$ cat config.mk
export PLATFORM = sky130hd
export DESIGN_NAME = hash_req_arbiter
export DESIGN_NICKNAME = d
export VERILOG_FILES = /design/src/rtl/hash_pkg.sv /design/src/rtl/hash_req_arbiter_rr_picker.sv /design/src/rtl/hash_req_arbiter.sv
export SDC_FILE = /design/constraint.sdc
export NUM_CORES = 1
export LEC_CHECK = 0
export CAP_MARGIN = 20
export CORE_UTILIZATION = 45
export DETAILED_ROUTE_END_ITERATION = 7
export PLACE_DENSITY = 0.75
export SLEW_MARGIN = 30
export SYNTH_ARGS = -nofsm -noshare
export SYNTH_HDL_FRONTEND = slang
export SYNTH_HIERARCHICAL = 1
export SYNTH_SLANG_ARGS = --single-unit
$ cat constraint.sdc
create_clock -name clk -period 3.1 [get_ports clk]
set_input_delay 0.31 -clock clk [delete_from_list [all_inputs] [get_ports clk]]
set_output_delay 0.31 -clock clk [all_outputs]
set_load 0.01 [all_outputs]
$ cat src/rtl/hash_pkg.sv
// Shared types and constants for the hash-core request arbiter.
package hash_pkg;

    // Default beat width of the requester/core byte stream.
    localparam int HASH_DATA_W = 8;

    // Arbiter FSM states.
    typedef enum logic [2:0] {
        IDLE   = 3'd0,
        START  = 3'd1,
        STREAM = 3'd2,
        FLUSH  = 3'd3,
        RESP   = 3'd4
    } arb_state_t;

    // True in the states where the core is busy with a message and the watchdog runs.
    function automatic logic is_core_phase(input arb_state_t st);
        logic res;
        case (st)
            START, STREAM, FLUSH: res = 1'b1;
            default:              res = 1'b0;
        endcase
        return res;
    endfunction

endpackage

$ cat src/rtl/hash_req_arbiter_rr_picker.sv
// Round-robin picker: first set request at or after the pointer, wrapping.
module rr_picker #(
    parameter int NUM_REQ = 4,
    parameter int IDX_W   = $clog2(NUM_REQ)
) (
    input  logic [NUM_REQ-1:0] req_i,
    input  logic [IDX_W-1:0]   ptr_i,
    output logic [NUM_REQ-1:0] gnt_o,
    output logic [IDX_W-1:0]   idx_o,
    output logic               any_o
);

    // Scan candidates starting at the pointer; the first hit wins.
    always_comb begin : pick
        int               cand_v;
        logic [IDX_W-1:0] sel_v;
        logic             found_v;
        gnt_o   = '0;
        idx_o   = '0;
        found_v = 1'b0;
        for (int off = 0; off < NUM_REQ; off++) begin
            cand_v = int'(ptr_i) + off;
            cand_v = (cand_v >= NUM_REQ) ? (cand_v - NUM_REQ) : cand_v;
            sel_v  = IDX_W'(cand_v);
            if (!found_v && req_i[sel_v]) begin
                found_v      = 1'b1;
                idx_o        = sel_v;
                gnt_o[sel_v] = 1'b1;
            end else begin
                found_v = found_v;
            end
        end
        any_o = found_v;
    end

endmodule

$ cat src/rtl/hash_req_arbiter.sv
// Shares one hash core among NUM_REQ byte-stream requesters: round-robin
// grant per message, stream forwarding, digest return and a hang watchdog.
module hash_req_arbiter
    import hash_pkg::*;
#(
    parameter int NUM_REQ  = 4,
    parameter int DATA_W   = HASH_DATA_W,
    parameter int DIGEST_W = 32,
    parameter int TMO_W    = 12
) (
    input  logic                        clk,
    input  logic                        rst_n,
    input  logic [NUM_REQ-1:0]          req_valid,
    input  logic [NUM_REQ*DATA_W-1:0]   req_data,
    input  logic [NUM_REQ-1:0]          req_eof,
    output logic [NUM_REQ-1:0]          req_ready,
    output logic [NUM_REQ-1:0]          rsp_valid,
    output logic [DIGEST_W-1:0]         rsp_digest,
    output logic                        rsp_err,
    input  logic [NUM_REQ-1:0]          rsp_ack,
    output logic                        core_start,
    output logic                        core_dr,
    output logic [DATA_W-1:0]           core_data,
    output logic                        core_eof,
    input  logic                        core_rtr,
    input  logic                        core_h_ready,
    input  logic [DIGEST_W-1:0]         core_digest,
    output logic                        busy
);

    localparam int IDX_W = $clog2(NUM_REQ);

    arb_state_t            state_q, state_d;
    logic [IDX_W-1:0]      owner_q, owner_d;
    logic [NUM_REQ-1:0]    owner_oh_q, owner_oh_d;
    logic [IDX_W-1:0]      ptr_q, ptr_d;
    logic [TMO_W-1:0]      wdog_q, wdog_d;
    logic [DIGEST_W-1:0]   digest_q, digest_d;
    logic                  err_q, err_d;

    logic [NUM_REQ-1:0]    cand_s;
    logic [NUM_REQ-1:0]    pick_gnt_s;
    logic [IDX_W-1:0]      pick_idx_s;
    logic                  pick_any_s;
    logic [DATA_W-1:0]     owner_data_s;
    logic                  owner_valid_s;
    logic                  owner_eof_s;
    logic                  beat_s;
    logic                  wdog_max_s;

    logic [NUM_REQ-1:0]    req_ready_s;
    logic [NUM_REQ-1:0]    rsp_valid_s;
    logic [DIGEST_W-1:0]   rsp_digest_s;
    logic                  rsp_err_s;
    logic                  core_start_s;
    logic                  core_dr_s;
    logic [DATA_W-1:0]     core_data_s;
    logic                  core_eof_s;

    // A requester with either a beat or a pending EOF competes for the core.
    assign cand_s = req_valid | req_eof;

    rr_picker #(
        .NUM_REQ (NUM_REQ),
        .IDX_W   (IDX_W)
    ) u_picker (
        .req_i   (cand_s),
        .ptr_i   (ptr_q),
        .gnt_o   (pick_gnt_s),
        .idx_o   (pick_idx_s),
        .any_o   (pick_any_s)
    );

    assign owner_data_s  = req_data[owner_q*DATA_W +: DATA_W];
    assign owner_valid_s = req_valid[owner_q];
    assign owner_eof_s   = req_eof[owner_q];
    assign wdog_max_s    = &wdog_q;

    // Next-state, datapath updates and stream/response outputs.
    always_comb begin
        state_d      = state_q;
        owner_d      = owner_q;
        owner_oh_d   = owner_oh_q;
        ptr_d        = ptr_q;
        wdog_d       = wdog_q;
        digest_d     = digest_q;
        err_d        = err_q;
        req_ready_s  = '0;
        rsp_valid_s  = '0;
        rsp_digest_s = '0;
        rsp_err_s    = 1'b0;
        core_start_s = 1'b0;
        core_dr_s    = 1'b0;
        core_data_s  = '0;
        core_eof_s   = 1'b0;
        beat_s       = 1'b0;

        case (state_q)
            IDLE: begin
                if (pick_any_s) begin
                    owner_d    = pick_idx_s;
                    owner_oh_d = pick_gnt_s;
                    wdog_d     = '0;
                    state_d    = START;
                end else begin
                    state_d    = IDLE;
                end
            end

            START: begin
                core_start_s = 1'b1;
                wdog_d       = '0;
                state_d      = STREAM;
            end

            STREAM: begin
                core_data_s = owner_data_s;
                core_dr_s   = owner_valid_s & ~owner_eof_s;
                beat_s      = core_dr_s & core_rtr;
                if (owner_eof_s) begin
                    // EOF wins over any beat; a digest already ready skips FLUSH.
                    core_eof_s = 1'b1;
                    wdog_d     = '0;
                    if (core_h_ready) begin
                        digest_d = core_digest;
                        state_d  = RESP;
                    end else begin
                        state_d  = FLUSH;
                    end
                end else if (beat_s) begin
                    req_ready_s = owner_oh_q;
                    wdog_d      = '0;
                end else if (wdog_max_s) begin
                    err_d    = 1'b1;
                    digest_d = '0;
                    wdog_d   = '0;
                    state_d  = RESP;
                end else begin
                    wdog_d   = wdog_q + 1'b1;
                end
            end

            FLUSH: begin
                core_eof_s = 1'b1;
                if (core_h_ready) begin
                    digest_d = core_digest;
                    wdog_d   = '0;
                    state_d  = RESP;
                end else if (wdog_max_s) begin
                    err_d    = 1'b1;
                    digest_d = '0;
                    wdog_d   = '0;
                    state_d  = RESP;
                end else begin
                    wdog_d   = wdog_q + 1'b1;
                end
            end

            RESP: begin
                rsp_valid_s  = owner_oh_q;
                rsp_digest_s = digest_q;
                rsp_err_s    = err_q;
                if (rsp_ack[owner_q]) begin
                    ptr_d   = (owner_q == IDX_W'(NUM_REQ - 1)) ? '0 : (owner_q + 1'b1);
                    err_d   = 1'b0;
                    state_d = IDLE;
                end else begin
                    state_d = RESP;
                end
            end

            default: begin
                state_d = IDLE;
            end
        endcase
    end

    // State, ownership, pointer, watchdog and digest registers.
    always_ff @(posedge clk or negedge rst_n) begin
        if (!rst_n) begin
            state_q    <= IDLE;
            owner_q    <= '0;
            owner_oh_q <= '0;
            ptr_q      <= '0;
            wdog_q     <= '0;
            digest_q   <= '0;
            err_q      <= 1'b0;
        end else begin
            state_q    <= state_d;
            owner_q    <= owner_d;
            owner_oh_q <= owner_oh_d;
            ptr_q      <= ptr_d;
            wdog_q     <= is_core_phase(state_q) ? wdog_d : wdog_q;
            digest_q   <= digest_d;
            err_q      <= err_d;
        end
    end

    assign req_ready  = req_ready_s;
    assign rsp_valid  = rsp_valid_s;
    assign rsp_digest = rsp_digest_s;
    assign rsp_err    = rsp_err_s;
    assign core_start = core_start_s;
    assign core_dr    = core_dr_s;
    assign core_data  = core_data_s;
    assign core_eof   = core_eof_s;
    assign busy       = (state_q != IDLE);

endmodule

==> impl_metrics.ini, run 1 <==
[outcome]
status = finished clean

[global_route]
grt_max_degree = 44
grt.busiest_layer = met2
grt_pass1_vias = 4085
grt_pass1_wl_um = 20200
globalRouteTotalUtil = 0.247
antenna_found_initial = 0
met1_usage = 0.319
met2_usage = 0.436
overflow = 0
grtUsageMet3 = 0.0333

[timing]
rsz0062_at_grt = false
drv_slew = 0
relSlewSlack = 0.498
hold_viol_final = 0
min_period_ns = 2.80
fmax_mhz = 357
finalSetupViolations = 0
fin_crit_sh = 0.903
worstMarginPinSlew_ns = 0.754
setup_tns_ns = 0
fin_skew_ns = 0.00908

[die]
core_um2 = 9330
initial_core_util = 0.470
io_pins = 133
dieArea_um2 = 10100
dieHeight_um = 101
chipWidth_um = 101
placementRows = 35

[setup_path]
r2r_setup_slack_ns = 0.64
r2r_end = owner_oh_q[3]
critPathArrivalTime_ns = 2.49
cp.required_ns = 2.79
rr_startpoint = ptr_q[0]
path_delay_family = simple AND/OR/NAND/NOR gates
critical_path.cell_chain = or3b_2, nor3b_1, buf_4, and3_1, clkdlybuf4s50_1
cp_max_fo = 11
start_kind = flop
slowest_delay_ns = 0.60
worstSetupPathType = flop to output pin
cpMaxStageDelayCell = or3b_2
r2r_cells = 8
critPathBufInv = 2
cp-end-kind = output pin

[detailed_routing]
wl_per_cell_um = 18.0
drt_iter0_drc = 224
antenna_left = 0
routed_wl_um = 12300
drc_errors = 0
drtPass1Iterations = 5
num_vias = 4080
avgViaCountPerCell = 5.96

[clock_network]
root_buffer = clkbuf_8
clock-sinks = 56
cts_tree = done
insertion_delay_ns = 0.31
cts_buffer_depth = 2
htreeDepth = 2
cts_resized = 0
cts_buffers = 5
ctsHoldBuffers = 1
cts_setup_buffers = 0
path_clk_slew_ns = 0.11

[final_layout]
mostFrequentLayoutCells = clkdlybuf4s50_1, dfrtp_1, and2_1
final_cells = 684
drive_above_1_share = 0.117
num_antenna_cells = 0
final_common_cell = clkdlybuf4s50_1
num-nets-final = 641
fin_util = 0.631
fillCellCount = 805
syn_to_final_growth_pct = 34.3

[synthesis]
synth_area_leaders = dfrtp_1, a32o_1, a221oi_1
yosysTopAreaCell = dfrtp_1
synth-seq-area-share = 0.320
syn-cell-area_um2 = 4380
synth_warnings = 6
ys_types = 50
synth_edf_count = 0
ys.flop_type = dfrtp_1
syn_area_per_cell_um2 = 9.91
synth_nets = 529
ys_async_sr_fraction = 1.00
synth_seq_cells = 56
synth_top_area_frac = 0.320
syn_inst = 442

[placement]
routabilityCongestion = 0.816
dp_hpwl_um = 8690
placed_cells = 675
numPortBuffers = 132

[run]
drv_cap = 0

[power_and_ir_drop]
ir_worst_vdd_v = 0.000315
power.total_w = 0.00463
cellLeakagePower_nw = 2.31
power.density_nw_per_um2 = 786

[worst_hold_path]
hold_path_class = primary input to asynchronous set/reset pin
[worst max-delay path by stage]
stage,from,end,slack [ns],cells past startpoint
floorplan,ptr_q[0],owner_q[1],0.74,9
global placement,req_eof[3],owner_q[1],0.34,7
detailed placement,req_eof[3],owner_q[1],0.25,7
CTS,state_q[2],req_ready[2],0.29,5
global route,state_q[1],req_ready[2],0.22,5
finish,state_q[2],req_ready[2],0.30,5
[cell type report]
type / count / area [µm²] / share of cell area
Multi-Input combinational cell: 334 / 2740 / 0.466
Timing Repair Buffer: 150 / 1450 / 0.247
Sequential cell: 56 / 1400 / 0.238
Tap cell: 129 / 161 / 0.0274
Clock buffer: 6 / 82.6 / 0.0140
Inverter: 7 / 26.3 / 0.00447
Clock inverter: 2 / 15.0 / 0.00255
[per-stage QoR]
stage          setup slack (ns)  hold WS [ns]  cell area [µm²]
2_1_floorplan             0.736        0.0144             4380
3_3_place_gp              0.337         0.273             5780
3_5_place_dp              0.251         0.270             5780
4_1_cts                   0.292         0.461             5880
5_1_grt                   0.215         0.487             5880
6_report                  0.300         0.463             5880
[sequential cells by signal, indices dropped and copies added, names as in the netlist]
register and cells:
err_q 1, digest_q 32, wdog_q 12, ptr_q 2
owner_q 2, state_q 3, owner_oh_q 4
[cell families after synthesis]
kind of cell,count (synthesis),share of synthesized area
fa+ha+maj,7,0.0200
compound gates,146,0.270
xor+xnor,6,0.0120
buf+inv,52,0.0565
simple gates,146,0.205
mux,29,0.117
flops,56,0.320
[synth_stat cells (11+ instances only)]
library cell / number
dfrtp_1: 56
and2_1: 40
nand2b_1: 36
a32o_1: 33
a21o_1: 32
a221oi_1: 32
clkbuf_1: 31
a22oi_1: 14
nor2b_1: 13
a21oi_1: 12
mux2_2: 11
mux4_2: 11
[report_power, final]
part           total, W  switching, W  internal [W]
registers       0.00122      0.000216       0.00100
clock network  0.000425      0.000243      0.000182
logic           0.00298       0.00147       0.00151
total           0.00463       0.00193       0.00269
[per-layer routing]
layer / part of all wire / vias up
met5: 0 / -
met4: 0.014 / 0
met3: 0.043 / 14
met2: 0.53 / 117
met1: 0.41 / 2025
li1: - / 1924
No activity file was read; power rests on OpenSTA's default activity.
==> run 2: changes to the inputs <==
--- a/config.mk
+++ b/config.mk
@@ -8,9 +8,8 @@
 export CAP_MARGIN = 20
 export CORE_UTILIZATION = 45
 export DETAILED_ROUTE_END_ITERATION = 7
-export PLACE_DENSITY = 0.75
+export PLACE_DENSITY = 0.8
 export SLEW_MARGIN = 30
 export SYNTH_ARGS = -nofsm -noshare
 export SYNTH_HDL_FRONTEND = slang
-export SYNTH_HIERARCHICAL = 1
 export SYNTH_SLANG_ARGS = --single-unit
==> run 2 against run 1 <==
- power shrank 19%
- via count shrank 17%
- maximum frequency shrank 2.9%
- cell area shrank 14%
- largest cell class unchanged
- combinational power shrank 31%
==> impl_metrics.ini, run 2 <==
[placement]
numPortBuffers = 132
dp_hpwl_um = 7140
routabilityCongestion = 0.977

[die]
placementRows = 31
core_um2 = 7370
initial_core_util = 0.475
dieArea_um2 = 8140
dieHeight_um = 90.2
chipWidth_um = 90.2
io_pins = 133

[clock_network]
cts_tree = done
path_clk_slew_ns = 0.10
cts_setup_buffers = 0
htreeDepth = 2
cts_resized = 0
insertion_delay_ns = 0.31
cts_buffers = 5
root_buffer = clkbuf_8
cts_buffer_depth = 2
clock-sinks = 56
ctsHoldBuffers = 0

[synthesis]
ys.flop_type = dfrtp_1
synth.most_common_cell = dfrtp_1
yosys-top-cells-count = dfrtp_1, and3_1, a22o_1, o21ai_0
synth_nets = 450
ys_async_sr_fraction = 1.00
synth-seq-area-share = 0.400
synth_top_area_frac = 0.400
synth_edf_count = 0
synth_warnings = 0
synth_seq_cells = 56
yosysTopAreaCell = dfrtp_1
synth_area_leaders = dfrtp_1, a22o_1, mux4_2
ys_types = 48
syn_area_per_cell_um2 = 9.73
syn_inst = 360
syn-cell-area_um2 = 3500

[setup_path]
r2r_end = owner_oh_q[2]
critPathArrivalTime_ns = 2.57
cp_max_fo = 7
cp-end-kind = output pin
r2r_setup_slack_ns = 0.57
r2r_cells = 6
rr_startpoint = ptr_q[1]
worstSetupPathType = primary input to output pin
start_kind = primary input
cp-startpoint = req_eof[0]
cp.required_ns = 2.79
critPathCapture = req_ready[0]

[worst_hold_path]
hold_path_class = primary input to asynchronous set/reset pin

[run]
drv_cap = 0

[global_route]
overflow = 0
grt_max_degree = 57
antenna_found_initial = 0
grt_pass1_wl_um = 16800
globalRouteTotalUtil = 0.254
grt_pass1_vias = 3315

[detailed_routing]
antenna_left = 0
num_vias = 3402
avgViaCountPerCell = 5.82
drc_errors = 0
routed_wl_um = 9800
wl_per_cell_um = 16.8
drtPass1Iterations = 5
drt_iter0_drc = 245

[timing]
fin_skew_ns = 0.00520
finalSetupViolations = 0
min_period_ns = 2.88
hold_viol_final = 0
relSlewSlack = 0.536
rsz0062_at_grt = false
fin_crit_sh = 0.930
worstMarginPinSlew_ns = 0.697
fmax_mhz = 347
drv_slew = 0
hold_slack_ns = 0.111
setup_tns_ns = 0

[final_layout]
drive_above_1_share = 0.0926
mostFrequentLayoutCells = clkdlybuf4s50_1, dfrtp_1, and3_1
final_common_cell = clkdlybuf4s50_1
top_regs = digest_q: 32 flops, wdog_q: 12 flops, owner_oh_q: 4 flops
largest_register_ffs = 32
num_antenna_cells = 0
syn_to_final_growth_pct = 44.4
largest-register = digest_q
num-nets-final = 575

[power_and_ir_drop]
ir_worst_vdd_v = 0.000370
cellLeakagePower_nw = 2.21
power.density_nw_per_um2 = 740

[outcome]
status = finished clean
## run 2: cells by family (layout without fill, tap and decap cells)
kind of cell,Yosys count,count (layout),synth area share
compound gates,103,103,0.208
xor+xnor,1,1,0.00250
fa+ha+maj,10,10,0.0357
buf+inv,36,162,0.0396
flops,56,56,0.400
mux,16,16,0.0929
simple gates,138,138,0.221
## run 2: final cells by class
cell class / count / area, µm²
Fill cell: 585 / 2310
Timing Repair Buffer: 143 / 1410
Clock inverter: 2 / 38.8
Inverter: 11 / 41.3
Tap cell: 99 / 124
Clock buffer: 6 / 72.6
Multi-Input combinational cell: 268 / 1970
Sequential cell: 56 / 1400
## run 2: worst min path at each step
| stage | startpoint | to | slack, ns |
|---|---|---|---|
| finish | rst_n | digest_q[15] | 0.11 |
| global route | rst_n | digest_q[15] | 0.19 |
| CTS | rst_n | digest_q[15] | 0.15 |
| detailed placement | digest_q[31] | digest_q[31] | 0.47 |
| global placement | digest_q[26] | digest_q[26] | 0.48 |
| floorplan | rst_n | digest_q[0] | 0.01 |
## run 2: where the power goes
part | internal (W) | leakage (nW) | total (W) | switching [W]
Clock | 0.000245 | 0.0558 | 0.000483 | 0.000239
Sequential | 0.00102 | 0.709 | 0.00121 | 0.000194
Combinational | 0.00101 | 1.45 | 0.00205 | 0.00104
Total | 0.00227 | 2.21 | 0.00374 | 0.00147
## run 2: through the flow
step | utilization | setup slack (ns) | cell area (µm²) | instances | total power (W)
floorplan | - | 0.545 | 3500 | 360 | 0.00249
global placement | 0.671 | 0.290 | 4950 | 577 | 0.00321
detailed placement | 0.671 | 0.239 | 4950 | 577 | 0.00326
CTS | 0.687 | 0.234 | 5060 | 585 | 0.00376
global route | 0.687 | 0.0943 | 5060 | 585 | 0.00403
finish | 0.687 | 0.217 | 5060 | 585 | 0.00374
## run 2: per-layer routing
layer	wire length (µm)	track usage
met5	0	0
met2	4840	0.426
met3	438	0.0406
met4	133	0.0659
met1	4390	0.344
## run 2: worst max-delay path, stage by stage
cell and delay [ns]:
clkdlybuf4s50_1 0.49, mux4_2 0.58, nor4b_4 0.43, and3_1 0.21, clkdlybuf4s50_1 0.54
